--- config.mk ---
export PLATFORM = sky130hd
export DESIGN_NAME = excp_ctrl_flat
export DESIGN_NICKNAME = d
export VERILOG_FILES = /design/src/rtl/excp_ctrl_pkg.sv /design/src/rtl/excp_ctrl_if.sv /design/src/rtl/excp_ctrl_prio.sv /design/src/rtl/excp_ctrl.sv /design/src/flat_wrapper.sv
export SDC_FILE = /design/constraint.sdc
export NUM_CORES = 1
export LEC_CHECK = 0
export ABC_AREA = 1
export CORE_MARGIN = 2
export CORE_UTILIZATION = 29
export CTS_CLUSTER_SIZE = 28
export DETAILED_ROUTE_END_ITERATION = 7
export PLACE_DENSITY = 0.78
export SETUP_SLACK_MARGIN = 0.1
export SLEW_MARGIN = 20
export SYNTH_ARGS = -nofsm -noshare
export SYNTH_HDL_FRONTEND = slang
export SYNTH_SLANG_ARGS = --single-unit
--- constraint.sdc ---
create_clock -name clk -period 1.7 [get_ports clk]
set_clock_uncertainty 0.2 [all_clocks]
set_input_delay 0.17 -clock clk [delete_from_list [all_inputs] [get_ports clk]]
set_output_delay 0.17 -clock clk [all_outputs]
set_load 0.05 [all_outputs]
--- src/rtl/excp_ctrl_pkg.sv ---
// Shared types and constants for the exception control unit.
// Exception codes, CP0 bit positions and FSM encodings.
package excp_ctrl_pkg;

  localparam logic [31:0] ZERO        = 32'h0000_0000;
  localparam logic [31:0] EXC_INT     = 32'h0000_0004;
  localparam logic [31:0] EXC_SYSCALL = 32'h0000_0100;
  localparam logic [31:0] EXC_ERET    = 32'h0000_0200;

  localparam int ST_IE  = 0;
  localparam int ST_EXL = 1;
  localparam int IM_LO  = 8;
  localparam int IM_HI  = 15;

  typedef enum logic [1:0] {
    S_IDLE,
    S_ISSUE,
    S_FLUSH,
    S_REDIR
  } state_t;

  typedef enum logic [1:0] {
    K_NONE,
    K_INT,
    K_SYS,
    K_ERET
  } kind_t;

  function automatic logic [31:0] kind_code(kind_t k);
    logic [31:0] c;
    c = ZERO;
    unique case (k)
      K_INT:   c = EXC_INT;
      K_SYS:   c = EXC_SYSCALL;
      K_ERET:  c = EXC_ERET;
      default: c = ZERO;
    endcase
    return c;
  endfunction

endpackage

--- src/rtl/excp_ctrl_if.sv ---
// MEM-stage sources, CP0 exception port and fetch redirect.
// master = exception controller, slave = pipeline/CP0 side.
interface excp_ctrl_if;

  logic        mem_valid;
  logic [31:0] mem_pc;
  logic        is_syscall;
  logic        is_eret;
  logic        stall;
  logic        intimer;
  logic [31:0] status;
  logic [31:0] cause;
  logic [31:0] epc;
  logic [31:0] excptype;
  logic [31:0] excp_pc;
  logic        flush;
  logic [31:0] new_pc;
  logic        new_pc_valid;
  logic        busy;

  modport master (
    input  mem_valid, mem_pc, is_syscall, is_eret,
    input  stall, intimer, status, cause, epc,
    output excptype, excp_pc, flush,
    output new_pc, new_pc_valid, busy
  );

  modport slave (
    output mem_valid, mem_pc, is_syscall, is_eret,
    output stall, intimer, status, cause, epc,
    input  excptype, excp_pc, flush,
    input  new_pc, new_pc_valid, busy
  );

endinterface

--- src/rtl/excp_ctrl_prio.sv ---
// Interrupt qualification and priority encode.
// Interrupt beats syscall beats eret.
module excp_prio
  import excp_ctrl_pkg::*;
(
  input  logic [31:0] status,
  input  logic [31:0] cause,
  input  logic        timer_pend,
  input  logic        mem_valid,
  input  logic        is_syscall,
  input  logic        is_eret,
  output logic        req,
  output kind_t       kind
);

  logic int_req;
  logic sys;
  logic ert;
  logic unused_bits;

  assign unused_bits = ^{status[31:16], status[7:2],
                         cause[31:16], cause[7:0]};

  assign int_req = status[ST_IE] & ~status[ST_EXL] &
                   ((|(cause[IM_HI:IM_LO] &
                       status[IM_HI:IM_LO])) |
                    timer_pend);
  assign sys = mem_valid & is_syscall;
  assign ert = mem_valid & is_eret;

  always_comb begin
    kind = K_NONE;
    unique case (1'b1)
      int_req:               kind = K_INT;
      (~int_req & sys):      kind = K_SYS;
      (~int_req & ~sys & ert): kind = K_ERET;
      default:               kind = K_NONE;
    endcase
  end

  assign req = (kind != K_NONE);

endmodule

--- src/rtl/excp_ctrl.sv ---
// Exception/interrupt controller: accept, issue to CP0,
// flush the pipeline, then redirect fetch.
module excp_ctrl #(
  parameter logic [31:0] HANDLER_ADDR = 32'h0000_0040,
  parameter int          FLUSH_CYCLES = 2
) (
  input logic        clk,
  input logic        rst,
  excp_ctrl_if.master bus
);
  import excp_ctrl_pkg::*;

  localparam logic [7:0] CNT_INIT =
    (FLUSH_CYCLES > 1) ? 8'(FLUSH_CYCLES - 2) : 8'd0;
  localparam bit HAS_FLUSH = (FLUSH_CYCLES > 1);

  state_t      state;
  state_t      state_nx;
  kind_t       kind_q;
  kind_t       kind_d;
  logic [31:0] pc_q;
  logic [7:0]  cnt;
  logic        timer_pend;
  logic        req;
  logic        accept;

  logic [31:0] excptype;
  logic [31:0] excp_pc;
  logic        flush;
  logic [31:0] new_pc;
  logic        new_pc_valid;
  logic        busy;

  excp_prio u_prio (
    .status     (bus.status),
    .cause      (bus.cause),
    .timer_pend (timer_pend),
    .mem_valid  (bus.mem_valid),
    .is_syscall (bus.is_syscall),
    .is_eret    (bus.is_eret),
    .req        (req),
    .kind       (kind_d)
  );

  assign accept = (state == S_IDLE) & ~bus.stall & req;

  always_ff @(posedge clk) begin
    if (rst) begin
      state      <= S_IDLE;
      kind_q     <= K_NONE;
      pc_q       <= ZERO;
      cnt        <= 8'd0;
      timer_pend <= 1'b0;
    end else begin
      state <= state_nx;
      if (accept) begin
        kind_q <= kind_d;
        pc_q   <= bus.mem_pc;
      end
      // a new tick in the issue cycle must not be lost
      if (bus.intimer)
        timer_pend <= 1'b1;
      else if (state == S_ISSUE && kind_q == K_INT)
        timer_pend <= 1'b0;
      if (state == S_ISSUE)
        cnt <= CNT_INIT;
      else if (state == S_FLUSH)
        cnt <= cnt - 8'd1;
    end
  end

  always_comb begin
    state_nx     = state;
    excptype     = ZERO;
    excp_pc      = ZERO;
    flush        = 1'b0;
    new_pc       = ZERO;
    new_pc_valid = 1'b0;
    busy         = 1'b0;
    unique case (state)
      S_IDLE: begin
        if (accept)
          state_nx = S_ISSUE;
      end
      S_ISSUE: begin
        excptype = kind_code(kind_q);
        excp_pc  = pc_q;
        flush    = 1'b1;
        busy     = 1'b1;
        state_nx = HAS_FLUSH ? S_FLUSH : S_REDIR;
      end
      S_FLUSH: begin
        flush = 1'b1;
        busy  = 1'b1;
        if (cnt == 8'd0)
          state_nx = S_REDIR;
      end
      S_REDIR: begin
        new_pc_valid = 1'b1;
        busy         = 1'b1;
        // CP0 has already committed EPC by now
        new_pc   = (kind_q == K_ERET) ? bus.epc
                                      : HANDLER_ADDR;
        state_nx = S_IDLE;
      end
      default: state_nx = S_IDLE;
    endcase
  end

  assign bus.excptype     = excptype;
  assign bus.excp_pc      = excp_pc;
  assign bus.flush        = flush;
  assign bus.new_pc       = new_pc;
  assign bus.new_pc_valid = new_pc_valid;
  assign bus.busy         = busy;

endmodule

--- src/flat_wrapper.sv ---
// flat-port wrapper written by rule: the top's interface ports become plain ports
module excp_ctrl_flat import excp_ctrl_pkg::*;
#(
  parameter logic [31:0] HANDLER_ADDR = 32'h0000_0040,
  parameter int          FLUSH_CYCLES = 2
)
  (clk, rst, bus_mem_valid, bus_mem_pc, bus_is_syscall, bus_is_eret, bus_stall, bus_intimer, bus_status, bus_cause, bus_epc, bus_excptype, bus_excp_pc, bus_flush, bus_new_pc, bus_new_pc_valid, bus_busy);
  excp_ctrl_if bus_i ();
  input logic clk;
  input logic rst;
  input wire logic [$bits(bus_i.mem_valid)-1:0] bus_mem_valid;
  input wire logic [$bits(bus_i.mem_pc)-1:0] bus_mem_pc;
  input wire logic [$bits(bus_i.is_syscall)-1:0] bus_is_syscall;
  input wire logic [$bits(bus_i.is_eret)-1:0] bus_is_eret;
  input wire logic [$bits(bus_i.stall)-1:0] bus_stall;
  input wire logic [$bits(bus_i.intimer)-1:0] bus_intimer;
  input wire logic [$bits(bus_i.status)-1:0] bus_status;
  input wire logic [$bits(bus_i.cause)-1:0] bus_cause;
  input wire logic [$bits(bus_i.epc)-1:0] bus_epc;
  output wire logic [$bits(bus_i.excptype)-1:0] bus_excptype;
  output wire logic [$bits(bus_i.excp_pc)-1:0] bus_excp_pc;
  output wire logic [$bits(bus_i.flush)-1:0] bus_flush;
  output wire logic [$bits(bus_i.new_pc)-1:0] bus_new_pc;
  output wire logic [$bits(bus_i.new_pc_valid)-1:0] bus_new_pc_valid;
  output wire logic [$bits(bus_i.busy)-1:0] bus_busy;
  assign bus_i.mem_valid = bus_mem_valid;
  assign bus_i.mem_pc = bus_mem_pc;
  assign bus_i.is_syscall = bus_is_syscall;
  assign bus_i.is_eret = bus_is_eret;
  assign bus_i.stall = bus_stall;
  assign bus_i.intimer = bus_intimer;
  assign bus_i.status = bus_status;
  assign bus_i.cause = bus_cause;
  assign bus_i.epc = bus_epc;
  assign bus_excptype = bus_i.excptype;
  assign bus_excp_pc = bus_i.excp_pc;
  assign bus_flush = bus_i.flush;
  assign bus_new_pc = bus_i.new_pc;
  assign bus_new_pc_valid = bus_i.new_pc_valid;
  assign bus_busy = bus_i.busy;
  excp_ctrl #(.HANDLER_ADDR(HANDLER_ADDR), .FLUSH_CYCLES(FLUSH_CYCLES)) u_core (.clk(clk), .rst(rst), .bus(bus_i));
endmodule
==> results of run 1 <==
==> logic make-up (layout without fill, tap and decap cells) <==
family	count (synthesis)	after routing
AND/OR/NAND/NOR	189	189
buffers and inverters	134	290
AO/OA/AOI/OAI	48	48
flip-flops	45	45
adder cells (fa/ha/maj)	6	6
other	1	29
==> path summary, 6_finish.rpt <==
path / startpoint / endpoint / cells after the start
max: u_core.state[1]$_SDFFE_PP0P_ / bus_excptype[2] / 7
min: bus_mem_pc[27] / u_core.pc_q[27]$_SDFFE_PP0P_ / 3
max reg2reg: u_core.state[1]$_SDFFE_PP0P_ / u_core.pc_q[21]$_SDFFE_PP0P_ / 11
min reg2reg: u_core.pc_q[20]$_SDFFE_PP0P_ / u_core.pc_q[20]$_SDFFE_PP0P_ / 2
==> power by group through the flow <==
stage / Clock (W) / Combinational [W] / Sequential [W]
5_1_grt: 0.000836 / 0.00347 / 0.00144
3_5_place_dp: 0 / 0.00227 / 0.00138
3_3_place_gp: 0 / 0.00221 / 0.00136
6_report: 0.000786 / 0.00327 / 0.00143
4_1_cts: 0.000796 / 0.00292 / 0.00138
2_1_floorplan: 0 / 0.00142 / 0.00137
==> metal layers <==
metal	vias to the layer above	track usage, %	wire length (um)
li1	1548	-	-
met1	1532	21.5	3840
met2	134	40.0	6280
met4	0	6.85	264
met5	-	0	0
met3	23	5.13	747
==> layout make-up <==
cell class                      count  area, um2  share of cell area, %
Clock buffer                        8        111                   1.72
Inverter                           88        484                   7.46
Multi-Input combinational cell    272       2110                   32.5
Sequential cell                    45        906                   14.0
Tap cell                          108        135                   2.08
Timing Repair Buffer              191       2670                   41.1
Timing Repair inverter              3       76.3                   1.18
==> synth_stat cells <==
cell type	number	area [um2]
conb_1	1	3.75
buf_2	3	15.0
nor3_2	2	20.0
clkinv_2	1	5.00
clkbuf_1	11	41.3
nor2_2	2	12.5
inv_2	1	3.75
a211oi_1	1	7.51
buf_4	29	218
nand2_2	1	6.26
nand2_1	123	462
nor3_1	5	25.0
nor2_4	1	11.3
a21oi_1	40	200
nor3b_1	1	7.51
nand3_2	2	20.0
o21ai_0	4	20.0
dfxtp_1	45	901
nand3_1	5	25.0
o211ai_1	2	15.0
nand2_4	1	11.3
ha_1	6	75.1
nor2_1	46	173
o21a_1	1	7.51
buf_6	3	33.8
inv_1	86	323
==> flip-flops by register name, summed over array words and instances, names as in the netlist <==
signal,count
u_core.kind_q,2
u_core.pc_q,32
u_core.state,2
u_core.timer_pend,1
u_core.cnt,8
==> per-stage QoR <==
stage               util, %  cells  hold slack (ns)  total power [W]
floorplan                 -    451           0.0874          0.00279
global placement       62.2    688            0.248          0.00358
detailed placement     62.2    688            0.253          0.00365
CTS                    70.0    713            0.235          0.00510
global route           74.1    715            0.240          0.00575
finish                 74.1    715            0.238          0.00549
==> what timing repair did <==
item	in CTS	in global routing
buffers inserted	13	6
gates resized for setup	111	103
cloned	5	0
pin swaps	20	41
endpoints found under the setup margin	106	115
==> critical path, delay by kind of cell (launching register included) <==
kind,cells,cell delay (ns)
buffers and inverters,5,0.50
adder cells (fa/ha/maj),1,0.19
flip-flops,1,0.34
AND/OR/NAND/NOR,1,0.27
==> impl_metrics.toml, run 1 <==
[clock_network]
cts.clk_slew.worst_paths_ns = 0.09
cts_made_buffers = 5
cts_tree = "built"
cts.sinks = 45
cts-root-buf = "clkbuf_8"
clockBufferDepth = 2
htreeDepth = 2
worstSkewPairLatency_ns = 0.29
postCtsHoldBufs = 0

[cells_and_area]
layout_common_cells = "clkdlybuf4s50_1 (88), buf_12 (77), inv_1 (48), nand2_1 (48), dfxtp_1 (43)"
drive_gt1_share_pct = 52.9
final_common_cell = "clkdlybuf4s50_1"
diodes = 0
fin_nets = 747
n_fill_cell = 573
final_area_mm2 = 0.00649
syn_to_final_growth_pct = 146

[power]
power_switching_w = 0.00239
power.share.switching_pct = 43.6
p_per_area_mw_per_mm2 = 845
seq_power_share_pct = 26.0
p_clk_share_pct = 14.3
intPower_w = 0.00309
irDropWorstVdd_mv = 0.640
p_comb_share_pct = 59.7
power.leakage_nw = 2.63

[yosys]
ys_seq_area_share_pct = 34.1
synth_fa_ha_area_share_pct = 2.84
avgSynthCellArea_um2 = 6.25
synth_top_family_by_area = "simple AND/OR/NAND/NOR gates"
yosysWarnings = 0
synth-xor-area-share_pct = 0
syn_inst = 423
ys_types = 26
ys_ff_latch = 45
yosys.area_share.simple_pct = 29.3
synth_compound_area_share_pct = 9.47
synth_area_mm2 = 0.00264
synth_mux_area_share_pct = 0

[sta]
hold_viol = 0
rsz0062_at_grt = "true"
final_max_slew_viol_count = 0
period_needed_ns = 1.97
setup_viol = 105
post-route-worst-setup-slack_ns = -0.271
setup_tns_ns = -17.03
relSlewSlack_pct = 65.7
fin_crit_sh_pct = 116
fmax_mhz = 507
tightestPinTransition_ns = 0.515

[placed_design]
hpwl_mm = 7.40
gp_congestion = 0.808
placed_cell_area_mm2 = 0.00545
dp_slack_ns = -0.276
numPortBuffers = 158

[drt]
finalWirelength_mm = 11.1
drtAntennaViolNets = 0
drc_errors = 0
dr.pass1.iters = 4
routedWlPerCell_um = 15.6
vias_per_cell = 4.53
drt-initial-drc-count = 74
vias = 3237

[critical_path]
crit_slowest_cell = "dfxtp_2"
critPathCaptureType = "output port"
cpMostUsedCell = "buf_6"
path_cells = "inv_2 -> buf_6 -> ha_4 -> buf_6 -> inv_6 -> nor3_4 -> buf_12"
critPathKind = "flip-flop to output port"
cp_data_arrival_time_ns = 1.60
reg2reg_setup_slack_ns = -0.22
crit_fanout = 4
start_kind = "flip-flop"
critical_path.max_stage_delay_ns = 0.34
cp.required_ns = 1.33

[floorplan]
coreArea_mm2 = 0.00876
start_util_pct = 30.2
fp.dieH_um = 99.5
die_area_mm2 = 0.00989
io_pins = 234
die-width_um = 99.5
num_rows = 34

[global_routing]
grt_pass1_vias = 3423
overflow = 0
antenna_found_initial = 0
grt_max_degree = 34
grt_use_total_pct = 20.6
grt_pass1_wl_mm = 16.3

[run_status]
violations = "negative setup slack"
outcome = "finished, violations left"

[run]
max_cap_violations = 0

[min_path]
hold_path.class = "primary input to flip-flop"
(Power assumes the default switching activity.)
==> run 2, diff against run 1 <==
--- a/config.mk
+++ b/config.mk
@@ -6,6 +6,7 @@
 export NUM_CORES = 1
 export LEC_CHECK = 0
 export ABC_AREA = 1
+export CAP_MARGIN = 20
 export CORE_MARGIN = 2
 export CORE_UTILIZATION = 29
 export CTS_CLUSTER_SIZE = 28
==> results of run 2 <==
Final layout, timing and power as in run 1 (identical DEF).
